==> src/rtl/sdpram_pkg.sv <==
// Shared sizing helpers for the SDP RAM interface and FIFO controller.
// addr_width/strb_width size the RAM port; cnt_width sizes FIFO count.
package sdpram_pkg;

  function automatic int addr_width(input int depth);
    return (depth > 1) ? $clog2(depth) : 1;
  endfunction

  function automatic int strb_width(input int dw, input int bw);
    return (bw != 0) ? (dw + 7) / 8 : 1;
  endfunction

  // RAM words plus up to two in flight/buffered entries.
  function automatic int cnt_width(input int depth);
    return $clog2(depth + 3);
  endfunction

endpackage

==> src/rtl/sdpram_if.sv <==
// Simple dual-port RAM port bundle: write port A, read port B.
// sdp_m drives wena/addra/dina/renb/addrb; sdp_s returns doutb/dvalb.
interface sdpram_if
  import sdpram_pkg::*;
#(
  parameter int DATA_WIDTH = 32,
  parameter int MEM_DEPTH  = 1024,
  parameter int BYTE_WRITE = 0
);
  localparam int AW = addr_width(MEM_DEPTH);
  localparam int SW = strb_width(DATA_WIDTH, BYTE_WRITE);

  logic [SW-1:0]         wena;
  logic [AW-1:0]         addra;
  logic [DATA_WIDTH-1:0] dina;
  logic                  renb;
  logic [AW-1:0]         addrb;
  logic [DATA_WIDTH-1:0] doutb;
  logic                  dvalb;

  modport sdp_m (
    output wena, addra, dina,
    output renb, addrb,
    input  doutb, dvalb
  );

  modport sdp_s (
    input  wena, addra, dina,
    input  renb, addrb,
    output doutb, dvalb
  );
endinterface

==> src/rtl/sdpram_fifo_obuf.sv <==
// Two-entry in-order output buffer: cap/din in, pop out, cnt occupancy.
// data is the oldest entry; valid = cnt != 0.
module sdpram_fifo_obuf #(
  parameter int DATA_WIDTH = 32
) (
  input  logic                  clk,
  input  logic                  rst,
  input  logic                  cap,
  input  logic [DATA_WIDTH-1:0] din,
  input  logic                  pop,
  output logic [DATA_WIDTH-1:0] data,
  output logic                  valid,
  output logic [1:0]            cnt
);
  logic [DATA_WIDTH-1:0] e0;
  logic [DATA_WIDTH-1:0] e1;

  always_ff @(posedge clk or posedge rst) begin
    if (rst) begin
      e0  <= '0;
      e1  <= '0;
      cnt <= '0;
    end else begin
      case ({pop, cap})
        2'b11: begin
          if (cnt == 2'd2) begin
            e0 <= e1;
            e1 <= din;
          end else begin
            e0 <= din;
          end
        end
        2'b10: begin
          e0  <= e1;
          cnt <= cnt - 2'd1;
        end
        2'b01: begin
          if (cnt == 2'd0) e0 <= din;
          else             e1 <= din;
          cnt <= cnt + 2'd1;
        end
        default: ;
      endcase
    end
  end

  assign data  = e0;
  assign valid = (cnt != 2'd0);
endmodule

==> src/rtl/sdpram_fifo.sv <==
// FWFT FIFO controller over an external SDP RAM (master side).
// Push s_*, pop m_*, count = ram+inflight+buffered, sticky err_unexp.
module sdpram_fifo
  import sdpram_pkg::*;
#(
  parameter int DATA_WIDTH = 32,
  parameter int MEM_DEPTH  = 1024,
  parameter int BYTE_WRITE = 0
) (
  input  logic                  clk,
  input  logic                  rst,
  input  logic [DATA_WIDTH-1:0] s_data,
  input  logic                  s_valid,
  output logic                  s_ready,
  output logic [DATA_WIDTH-1:0] m_data,
  output logic                  m_valid,
  input  logic                  m_ready,
  output logic [cnt_width(MEM_DEPTH)-1:0] count,
  output logic                  err_unexp,
  sdpram_if.sdp_m               mem
);
  localparam int AW  = addr_width(MEM_DEPTH);
  localparam int SW  = strb_width(DATA_WIDTH, BYTE_WRITE);
  localparam int RCW = $clog2(MEM_DEPTH + 1);
  localparam int CW  = cnt_width(MEM_DEPTH);
  localparam logic [RCW-1:0] FULL = RCW'(MEM_DEPTH);

  logic [AW-1:0]  wr_ptr;
  logic [AW-1:0]  rd_ptr;
  logic [RCW-1:0] ram_cnt;
  logic [1:0]     inflight;
  logic [1:0]     ob_cnt;
  logic [2:0]     occ;
  logic push, pop, issue, cap;

  assign s_ready = (ram_cnt < FULL);
  // Strobes are held low while rst is asserted.
  assign push  = s_valid && s_ready && !rst;
  assign pop   = m_valid && m_ready;
  // A slot freed by this cycle's pop can be refilled now.
  assign occ   = 3'(inflight) + 3'(ob_cnt) - 3'(pop);
  assign issue = (ram_cnt != '0) && (occ < 3'd2) && !rst;
  assign cap   = mem.dvalb && (inflight != 2'd0);

  assign mem.wena  = push ? {SW{1'b1}} : '0;
  assign mem.addra = wr_ptr;
  assign mem.dina  = push ? s_data : '0;
  assign mem.renb  = issue;
  assign mem.addrb = rd_ptr;

  always_ff @(posedge clk or posedge rst) begin
    if (rst) begin
      wr_ptr    <= '0;
      rd_ptr    <= '0;
      ram_cnt   <= '0;
      inflight  <= '0;
      err_unexp <= 1'b0;
    end else begin
      if (push)  wr_ptr <= wr_ptr + AW'(1);
      if (issue) rd_ptr <= rd_ptr + AW'(1);
      ram_cnt  <= ram_cnt + RCW'(push) - RCW'(issue);
      inflight <= inflight + 2'(issue) - 2'(cap);
      if (mem.dvalb && inflight == 2'd0)
        err_unexp <= 1'b1;
    end
  end

  sdpram_fifo_obuf #(
    .DATA_WIDTH (DATA_WIDTH)
  ) u_obuf (
    .clk   (clk),
    .rst   (rst),
    .cap   (cap),
    .din   (mem.doutb),
    .pop   (pop),
    .data  (m_data),
    .valid (m_valid),
    .cnt   (ob_cnt)
  );

  assign count = CW'(ram_cnt) + CW'(inflight) + CW'(ob_cnt);
endmodule

==> src/flat_wrapper.sv <==
// flat-port wrapper written by rule: the top's interface ports become plain ports
module sdpram_fifo_flat import sdpram_pkg::*;
#(
  parameter int DATA_WIDTH = 32,
  parameter int MEM_DEPTH  = 1024,
  parameter int BYTE_WRITE = 0
)
  (clk, rst, s_data, s_valid, s_ready, m_data, m_valid, m_ready, count, err_unexp, mem_wena, mem_addra, mem_dina, mem_renb, mem_addrb, mem_doutb, mem_dvalb);
  sdpram_if #(.DATA_WIDTH(DATA_WIDTH), .MEM_DEPTH(MEM_DEPTH), .BYTE_WRITE(BYTE_WRITE)) mem_i ();
  input  logic clk;
  input  logic rst;
  input  logic [DATA_WIDTH-1:0] s_data;
  input  logic s_valid;
  output logic s_ready;
  output logic [DATA_WIDTH-1:0] m_data;
  output logic m_valid;
  input  logic m_ready;
  output logic [cnt_width(MEM_DEPTH)-1:0] count;
  output logic err_unexp;
  output wire logic [$bits(mem_i.wena)-1:0] mem_wena;
  output wire logic [$bits(mem_i.addra)-1:0] mem_addra;
  output wire logic [$bits(mem_i.dina)-1:0] mem_dina;
  output wire logic [$bits(mem_i.renb)-1:0] mem_renb;
  output wire logic [$bits(mem_i.addrb)-1:0] mem_addrb;
  input wire logic [$bits(mem_i.doutb)-1:0] mem_doutb;
  input wire logic [$bits(mem_i.dvalb)-1:0] mem_dvalb;
  assign mem_wena = mem_i.wena;
  assign mem_addra = mem_i.addra;
  assign mem_dina = mem_i.dina;
  assign mem_renb = mem_i.renb;
  assign mem_addrb = mem_i.addrb;
  assign mem_i.doutb = mem_doutb;
  assign mem_i.dvalb = mem_dvalb;
  sdpram_fifo #(.DATA_WIDTH(DATA_WIDTH), .MEM_DEPTH(MEM_DEPTH), .BYTE_WRITE(BYTE_WRITE)) u_core (.clk(clk), .rst(rst), .s_data(s_data), .s_valid(s_valid), .s_ready(s_ready), .m_data(m_data), .m_valid(m_valid), .m_ready(m_ready), .count(count), .err_unexp(err_unexp), .mem(mem_i));
endmodule
==> config.mk <==
export PLATFORM = sky130hd
export DESIGN_NAME = sdpram_fifo_flat
export DESIGN_NICKNAME = d
export VERILOG_FILES = /design/src/rtl/sdpram_pkg.sv /design/src/rtl/sdpram_if.sv /design/src/rtl/sdpram_fifo_obuf.sv /design/src/rtl/sdpram_fifo.sv /design/src/flat_wrapper.sv
export SDC_FILE = /design/constraint.sdc
export NUM_CORES = 1
export LEC_CHECK = 0
export CORE_UTILIZATION = 40
export CTS_CLUSTER_SIZE = 8
export DETAILED_ROUTE_END_ITERATION = 7
export PLACE_DENSITY_LB_ADDON = 0.1
export SETUP_SLACK_MARGIN = 0.5
export SLEW_MARGIN = 20
export SYNTH_ARGS = -nofsm -noshare
export SYNTH_HDL_FRONTEND = slang
export SYNTH_SLANG_ARGS = --single-unit
==> constraint.sdc <==
create_clock -name clk -period 10.2 [get_ports clk]
set_input_delay 2.04 -clock clk [delete_from_list [all_inputs] [get_ports clk]]
set_output_delay 2.04 -clock clk [all_outputs]
set_load 0.05 [all_outputs]
==> results.md, run 1 <==
- Status: finished, final reports clean
- Die Y-Extent: around 120 um
- Core ar.: around 13000 sq um
- Placed standard-cell area: between 7000 and 8000 sq um
- Ys Warns: 0
- Setup TNS: 0 ns
- Top post-synthesis cells by area: dfrtp_1 48%, mux2_2 7.4%, ha_1 6.7%, a32oi_1 5.4%, xnor2_1 5.2%
- Layout cell share with drive strength beyond 1: 10.34%
- Max VDD drop: about 0.30 mV
- Post-Synthesis Cell Area: roughly 5200 sq um
- Global-route wire length before repair: 19.43 mm
- CTS tree: yes
- Largest net degree at the start of global routing: 65
- Max cap viols: 0
- First-pass DRT Iterations: 4
- Number of buffers created by CTS: 9
- Minimum clock period after layout: around 6.8 ns
- NumNets Final: 735
- Most used DFF post-synth: dfrtp_1
- CP Launch Type: primary input
- Placer Congestion: 0.8309
- PwrDens: 381.7 nW/um^2
- Most frequent cells in the layout: 168 x clkdlybuf4s50_1, 100 x dfrtp_1, 42 x nand2_1
- Synth cell types: 44
- Via Count: 4085
- Highest Clock Rate: 146.3 MHz
- Post-DP HPWL: 8.549 mm
- Worst skew pair latency: 0.34 ns
- DR iter-0 viols: around 180
- Final worst path period share: between 60% and 70%
- Top-area cell type share of the netlist area: 48.13%
- Vias in the first global route: ~4000
- Final Slew Violations: 0
- Syn Area/Cell: 11.01 sq um
- Post-Route WL: ~12 mm
- Leakage power: 3.100 nW
- Diode count: 0
- Synth async-reset ratio: 100.0%
- Syn Nets: 574
- CP Data Required Time: 8.16 ns
- Die width: 116.0 um
- Num rows: 41
- Routed Antenna Nets: 0
- Clock transition at path regs: 0.06 ns
- Die area: 13460 sq um
- Critical path arrival: 4.79 ns
- WHS Path Cells: 1
- H-tree depth: 3
- Drt drc: 0
- Post-route cell area: between 7000 and 8000 sq um
- Max Root-Sink Buffers: 2
- Syn Inst Count: about 470
- Register area share after synthesis: between 40% and 50%
- CTS Hold Bufs: 0
- Crit Path Max Fanout: 9
- Register-to-Register Path Depth: 16
- Slew margin rel.: 56.20%
- WHS: about 0.47 ns
- # port buffers: 168
- Overflow after GRT: 0
- Synthesized flop and latch total: 100
- Tightest Pin Transition: 0.6569 ns
- Post-CTS Setup Repair Bufs: 0
- # IOs: 169
- Total GRT Usage: a little under a fifth
- Commonest non-fill, non-tap cell in the layout: clkdlybuf4s50_1
- Clk sinks: 100
- Antenna violations before repair: 0
- Area growth from synthesis to final layout: 41.03%
- Vias/cell: 5.043
- Final setup viols: 0
- CTS root buf: clkbuf_16
- WS Path Type: primary input to output pin
- RSZ-0062 raised after global routing: no
- Setup Skew: between 0.008 and 0.009 ns
- Core Util, Final: between 50% and 60%
- Crit. End Element: output pin
- Initial Utilization: 41.03%
- Min-delay worst type: flop to flop
- EDFF count, synth: 0
- Post-cts resize count: 0
- Final hold vios: 0
- Largest area contributor in the netlist: dfrtp_1
- WL/cell: 14.86 um
[cells in the mapped netlist (2+ instances only)]
cell	instances
a21oi_1	10
a32oi_1	32
and2_1	32
and3_1	5
buf_1	3
buf_2	7
buf_6	3
clkbuf_1	12
dfrtp_1	100
fa_1	5
ha_1	28
inv_1	27
mux2_2	34
nand2_1	42
nand2b_1	2
nand3_1	7
nand3_2	2
nand3b_1	2
nand4_1	9
nor2_1	12
nor3_1	2
o21ai_0	25
o21ai_1	11
xnor2_1	31
xor2_1	10
[flip-flops by register name, indices dropped and copies added, names as in the netlist]
register / flops
u_core.u_obuf.data: 32
u_core.u_obuf.e1: 32
u_core.ram_cnt: 11
u_core.mem.addra: 10
u_core.mem.addrb: 10
u_core.inflight: 2
u_core.u_obuf.cnt: 2
u_core.err_unexp: 1
[layout make-up]
cell class | instances | area, sq um
inverters | 28 | 110.1
clock buffers | 13 | 250.2
well taps | 172 | 215.2
clock inverters | 3 | 43.79
flip-flops and latches | 100 | 2502
fillers | 1102 | 5339
repair buffers | 175 | 1734
multi-input cells | 319 | 2476
[power by group]
group / internal [mW] / switching (mW)
Combinational: 0.659 / 1.07
Sequential: 0.588 / 0.143
Clock: 0.198 / 0.145
Total: 1.45 / 1.35
[per-stage QoR]
| step | setup WS [ns] | instances | power [mW] |
|---|---|---|---|
| after global placement | 3.388 | 794 | 2.446 |
| after detailed placement | 3.343 | 794 | 2.484 |
| after floorplan | 3.229 | 472 | 1.984 |
| after global routing | 3.254 | 810 | 2.993 |
| final | 3.367 | 810 | 2.798 |
| after CTS | 3.365 | 810 | 2.832 |
[cells by family after synthesis]
group	Yosys count	synth area share [%]
mux	34	7.365
buf+inv	53	4.476
fa+ha+maj	33	8.664
flops	100	48.13
xor+xnor	41	6.907
compound gates	87	11.72
simple gates	124	12.73
[routing by layer]
layer	part of all wire, %	vias to the layer above	GRT usage [%]	wire (um)
li1	-	1967	-	-
met1	42	1967	22.52	5057
met2	49	141	31.94	5918
met3	7.4	10	5.805	894
met4	1.4	0	6.581	170
met5	0	-	0	0
[worst paths after layout]
path	start	to	slack, ns
worst max-delay path	m_ready	mem_renb	3.37
worst min-delay path	u_core.mem.addra[9]	u_core.mem.addra[9]	0.47
worst max register to register	u_core.u_obuf.cnt[0]	u_core.ram_cnt[10]	6.22
worst min register to register	u_core.mem.addra[9]	u_core.mem.addra[9]	0.47
max in group asynchronous	rst	u_core.ram_cnt[5]	6.89
min in group asynchronous	rst	u_core.ram_cnt[10]	2.18
[critical path: stages]
cell             delay (ns)
clkdlybuf4s50_1        0.69
xor2_1                 0.18
nand2_1                0.09
fa_1                   0.39
xor2_1                 0.24
o2111ai_4              0.18
inv_4                  0.17
clkdlybuf4s50_1        0.81
Power figures use the tool's default switching activity.
==> inputs of run 2 (changes only) <==
==> constraint.sdc (replaced) <==
create_clock -name clk -period 6 [get_ports clk]
set_input_delay 1.2 -clock clk [delete_from_list [all_inputs] [get_ports clk]]
set_output_delay 1.2 -clock clk [all_outputs]
set_load 0.05 [all_outputs]
==> run 2 against run 1 <==
First-iteration DRC count increased by 29%. Critical path type unchanged. Combinational power increased by 72%. Setup slack got worse by 2.5 ns. Sequential share of layout area increased by 0.070 points. Critical path depth unchanged.
==> results.md, run 2 (synthesis gave the netlist of run 1 again) <==
- Flop-to-flop setup slack: between 2 and 2.5 ns
- Placed standard-cell area: around 7000 sq um
- Clock transition at path regs: 0.07 ns
- CP Capture Point: mem_renb
- Drt drc: 0
- # IOs: between 150 and 200
- CP Data Required Time: 4.80 ns
- Post-CTS Setup Repair Bufs: 0
- Setup Skew: 0.007371 ns
- Total GRT Usage: between 15 and 20%
- Final setup viols: 0
- Vias in the first global route: 4234
- Layout cell share with drive strength beyond 1: a little over a tenth
- Final Slew Violations: 0
- Critical R2R Capture: u_core.ram_cnt[10]
- Clk sinks: 100
- Global-route wire length before repair: 20.34 mm
- RSZ-0062 raised after global routing: no
- Crit path cell chain: clkdlybuf4s50_1 -> xor2_1 -> nand2_1 -> fa_1 -> xor2_1 -> o2111ai_4 -> inv_4 -> clkdlybuf4s50_1
- Slew margin rel.: 56.26%
- CTS tree: yes
- Fillers: ~1100
- Final hold vios: 0
- Number of buffers created by CTS: 9
- Commonest non-fill, non-tap cell in the layout: clkdlybuf4s50_1
- Diode count: 0
- CP Launch Type: primary input
- Minimum clock period after layout: 5.126 ns
- CTS root buf: clkbuf_16
- Crit Path Max Fanout: 9
- CP max-delay cell: clkdlybuf4s50_1
- Core ar.: 12670 sq um
- Die area: 13460 sq um
- WL/cell: 15.14 um
- Largest net degree at the start of global routing: 65
- Max cap viols: 0
- Most frequent cells in the layout: 168 x clkdlybuf4s50_1, 100 x dfrtp_1, 42 x nand2_1
- Min-delay worst type: flop to flop
- Die Y-Extent: 116.0 um
- Post-Route WL: about 12 mm
- Post-route cell area: 7317 sq um
- Placer Congestion: between 0.8 and 0.9
- # port buffers: 168
- Tightest Pin Transition: ~0.66 ns
- WS Path Type: primary input to output pin
- Max VDD drop: 0.5023 mV
- Highest Clock Rate: 195.1 MHz
- Final worst path period share: 85.43%
- Leakage power: 3.093 nW
- Area growth from synthesis to final layout: 40.75%
- Post-cts resize count: 0
- Routed Antenna Nets: 0
- Vias/cell: 5.025
- Status: finished, final reports clean
- Crit. End Element: output pin
- Worst skew pair latency: 0.34 ns
- H-tree depth: 3
- Post-DP HPWL: roughly 9 mm
- Die width: 116.0 um
- Antenna violations before repair: 0
- Overflow after GRT: 0
- Setup crit start: m_ready
- First-pass DRT Iterations: 4
- Setup TNS: 0 ns
- Critical path arrival: 3.93 ns
- FF-to-FF Start: u_core.u_obuf.cnt[0]
- Power Total: around 4.7 mW
- NumNets Final: ~740
- Initial Utilization: 41.03%
- PwrDens: approximately 650 nW/um^2
- Via Count: 4075
- Largest stage delay, worst path: slightly above 0.8 ns
- Register-to-Register Path Depth: 16
- DR iter-0 viols: 233
- Max Root-Sink Buffers: 2
- CTS Hold Bufs: 0
- Num rows: 41
run 2: where the power goes:
group	internal [mW]	total (mW)	switching [mW]
Sequential	1.00	1.24	0.241
Clock	0.293	0.540	0.247
Combinational	1.12	2.95	1.83
Total	2.42	4.73	2.31
run 2: stage by stage:
step / hold WS (ns) / worst slack (ns) / std cells / utilization, %
2_1_floorplan: 0.4800 / 0.7345 / 472 / -
3_3_place_gp: 0.4555 / 0.9103 / 795 / 55.61
3_5_place_dp: 0.4637 / 0.8512 / 795 / 55.61
4_1_cts: 0.4793 / 0.8679 / 811 / 57.75
5_1_grt: 0.4989 / 0.7349 / 811 / 57.75
6_report: 0.4753 / 0.8744 / 811 / 57.75
run 2: critical path: cells and delay by family:
kind / cells / cell delay [ns]
compound gates: 1 / 0.18
fa+ha+maj: 1 / 0.39
buf+inv: 3 / 1.64
simple gates: 1 / 0.08
xor+xnor: 2 / 0.42
run 2: worst min path at each step:
stage,start,depth (start not counted),slack (ns),end
5_1_grt,u_core.mem.addrb[9],1,0.50,u_core.mem.addrb[9]
4_1_cts,u_core.mem.addra[9],1,0.48,u_core.mem.addra[9]
3_5_place_dp,u_core.err_unexp,1,0.46,u_core.err_unexp
2_1_floorplan,u_core.u_obuf.e1[29],1,0.48,u_core.u_obuf.e1[29]
6_report,u_core.mem.addra[9],1,0.48,u_core.mem.addra[9]
3_3_place_gp,u_core.err_unexp,1,0.46,u_core.err_unexp
run 2: area by class of cell:
cell class,instances,area (sq um),share of cell area [%]
Clock inverter,4,23.77,0.3249
Tap cell,172,215.2,2.941
Sequential cell,100,2502,34.20
Timing Repair Buffer,176,1742,23.80
Inverter,28,111.4,1.522
Multi-Input combinational cell,319,2476,33.84
Clock buffer,12,246.5,3.369
run 2: per-layer routing:
layer / vias up / GRT usage (%) / part of all wire [%]
met2: 151 / 33.10 / 49
met4: 0 / 7.521 / 1.3
met5: - / 0 / 0
met3: 10 / 4.916 / 6.3
li1: 1967 / - / -
met1: 1947 / 23.88 / 43
==> inputs of run 3 (changes only) <==
--- a/config.mk
+++ b/config.mk
@@ -8,8 +8,9 @@
 export CORE_UTILIZATION = 40
 export CTS_CLUSTER_SIZE = 8
 export DETAILED_ROUTE_END_ITERATION = 7
-export PLACE_DENSITY_LB_ADDON = 0.1
+export PLACE_DENSITY = 0.83
 export SETUP_SLACK_MARGIN = 0.5
+export SKIP_CTS_REPAIR_TIMING = 1
 export SLEW_MARGIN = 20
 export SYNTH_ARGS = -nofsm -noshare
 export SYNTH_HDL_FRONTEND = slang
==> run 3 against run 2 <==
Die area is the same. Combinational power grew 2%. Clock skew grew 0.0028 ns. Final cell count shrank 0.25%. Critical path depth is the same. Register-to-register slack lost 0.03 ns. Critical path type unchanged. Largest cell class unchanged.
==> results.md, run 3 (synthesis gave the netlist of run 1 again) <==
- Worst skew pair latency: approximately 0.33 ns
- Clk sinks: 100
- Largest delay share family, worst path: buffers and inverters
- Setup crit start: m_ready
- CTS tree: yes
- CP Launch Type: primary input
- Largest stage delay, worst path: just over 0.8 ns
- Placed standard-cell area: 7032 sq um
- CP Capture Point: mem_renb
- Core ar.: 12670 sq um
- RSZ-0062 raised after global routing: no
- Critical R2R Capture: u_core.ram_cnt[10]
- Max Root-Sink Buffers: 2
- Num rows: 41
- PwrDens: between 600 and 700 nW/um^2
- Routed Antenna Nets: 0
- Commonest non-fill, non-tap cell in the layout: clkdlybuf4s50_1
- Diode count: 0
- Crit. End Element: output pin
- Final hold vios: 0
- First-pass DRT Iterations: 4
- Setup TNS: 0 ns
- CP max-delay cell: clkdlybuf4s50_1
- Global-route wire length before repair: 19.54 mm
- # IOs: 169
- Status: finished, final reports clean
- Vias/cell: 5.173
- Via Count: 4185
- Final setup viols: 0
- Post-route cell area: 7337 sq um
- Flop-to-flop setup slack: 2.03 ns
- # port buffers: ~170
- Post-Route WL: 12.33 mm
- Placement Setup Slack: 0.8073 ns
- FF-to-FF Start: u_core.u_obuf.cnt[1]
- Minimum clock period after layout: 5.178 ns
- Initial Utilization: between 40% and 50%
- Final worst path period share: 86.30%
- WS Path Type: primary input to output pin
- Die Y-Extent: about 120 um
- Setup Skew: 0.01018 ns
- Register-to-Register Path Depth: 15
- Crit path cell chain: clkdlybuf4s50_1 -> xor2_1 -> nand2_1 -> fa_1 -> xor2_1 -> o2111ai_4 -> inv_4 -> clkdlybuf4s50_1
- Post-DP HPWL: 9.286 mm
- NumNets Final: 734
- Largest net degree at the start of global routing: 65
- CP Data Required Time: 4.80 ns
- Min-delay worst type: flop to flop
- H-tree depth: 3
- Critical path arrival: 3.98 ns
- WP buf/inv: 3
- Slew margin rel.: between 40% and 50%
- Number of buffers created by CTS: 9
- Die area: 13460 sq um
- Total GRT Usage: 18.76%
- Highest Clock Rate: approximately 190 MHz
- Tightest Pin Transition: 0.7763 ns
- Crit Path Max Fanout: 9
- DR iter-0 viols: 240
- Vias in the first global route: 4203
- Worst setup margin: 0.8217 ns
- Antenna violations before repair: 0
- CTS root buf: clkbuf_16
- Most frequent cells in the layout: 168 x clkdlybuf4s50_1, 100 x dfrtp_1, 41 x nand2_1
- Final Slew Violations: 0
- WL/cell: 15.24 um
- Max cap viols: 0
- Overflow after GRT: 0
- Max VDD drop: ~0.56 mV
- Clock transition at path regs: 0.07 ns
- Instance count on the critical path: 8
- Drt drc: 0
- Area growth from synthesis to final layout: 41.13%
- Leakage power: 3.100 nW
- Layout cell share with drive strength beyond 1: 10.99%
- Placer Congestion: 0.8731
- Die width: roughly 120 um
==> run 3: metrics by stage <==
| step | cells | hold slack [ns] | total power [mW] | utilization, % |
|---|---|---|---|---|
| 2_1_floorplan | 472 | 0.4800 | 3.372 | - |
| 3_3_place_gp | 793 | 0.4590 | 4.160 | 55.50 |
| 3_5_place_dp | 793 | 0.4693 | 4.272 | 55.50 |
| 4_1_cts | 809 | 0.4789 | 4.876 | 57.88 |
| 5_1_grt | 809 | 0.5002 | 5.136 | 57.90 |
| 6_report | 809 | 0.4721 | 4.843 | 57.90 |
==> run 3: cell type report <==
cell class | instances | area (sq um)
multi-input combinational | 319 | 2480
clock inverter | 6 | 62.56
clock buffer | 10 | 239.0
tap | 172 | 215.2
inverter | 28 | 111.4
sequential | 100 | 2502
fill | 1047 | 5334
timing repair buffer | 174 | 1727
==> run 3: routing by layer <==
metal / up-vias / wire [um] / GRT usage (%) / share of wire (%)
met5: - / 0 / 0 / 0
met1: 2005 / 4940 / 21.06 / 40
met4: 0 / 390 / 9.487 / 3.2
met3: 29 / 745 / 4.027 / 6.0
li1: 1965 / - / - / -
met2: 186 / 6254 / 33.53 / 51
==> run 3: worst min path at each step <==
stage / from / endpoint / slack [ns] / depth (start not counted)
finish: u_core.mem.addra[9] / u_core.mem.addra[9] / 0.47 / 1
CTS: u_core.mem.addra[9] / u_core.mem.addra[9] / 0.48 / 1
detailed placement: u_core.u_obuf.data[17] / u_core.u_obuf.data[17] / 0.47 / 2
global route: u_core.u_obuf.data[20] / u_core.u_obuf.data[20] / 0.50 / 2
floorplan: u_core.u_obuf.e1[29] / u_core.u_obuf.e1[29] / 0.48 / 1
global placement: u_core.mem.addra[9] / u_core.mem.addra[9] / 0.46 / 1
==> run 3: where the power goes <==
part / leakage (nW) / switching, mW / internal [mW]
Sequential: 1.22 / 0.244 / 1.00
Clock: 0.153 / 0.250 / 0.335
Combinational: 1.73 / 1.88 / 1.13
==> run 3: worst register-to-register path, stage by stage (launching register included) <==
cell and delay, ns:
dfrtp_1 0.50, inv_1 0.13, ha_1 0.33, fa_1 0.43, xor2_1 0.28, o2111ai_4 0.20, inv_4 0.14, ha_1 0.14
inv_1 0.04, ha_1 0.19, fa_1 0.40, a21oi_1 0.21, nor4b_1 0.10, or4b_1 0.49, o311ai_0 0.15, xnor2_1 0.13
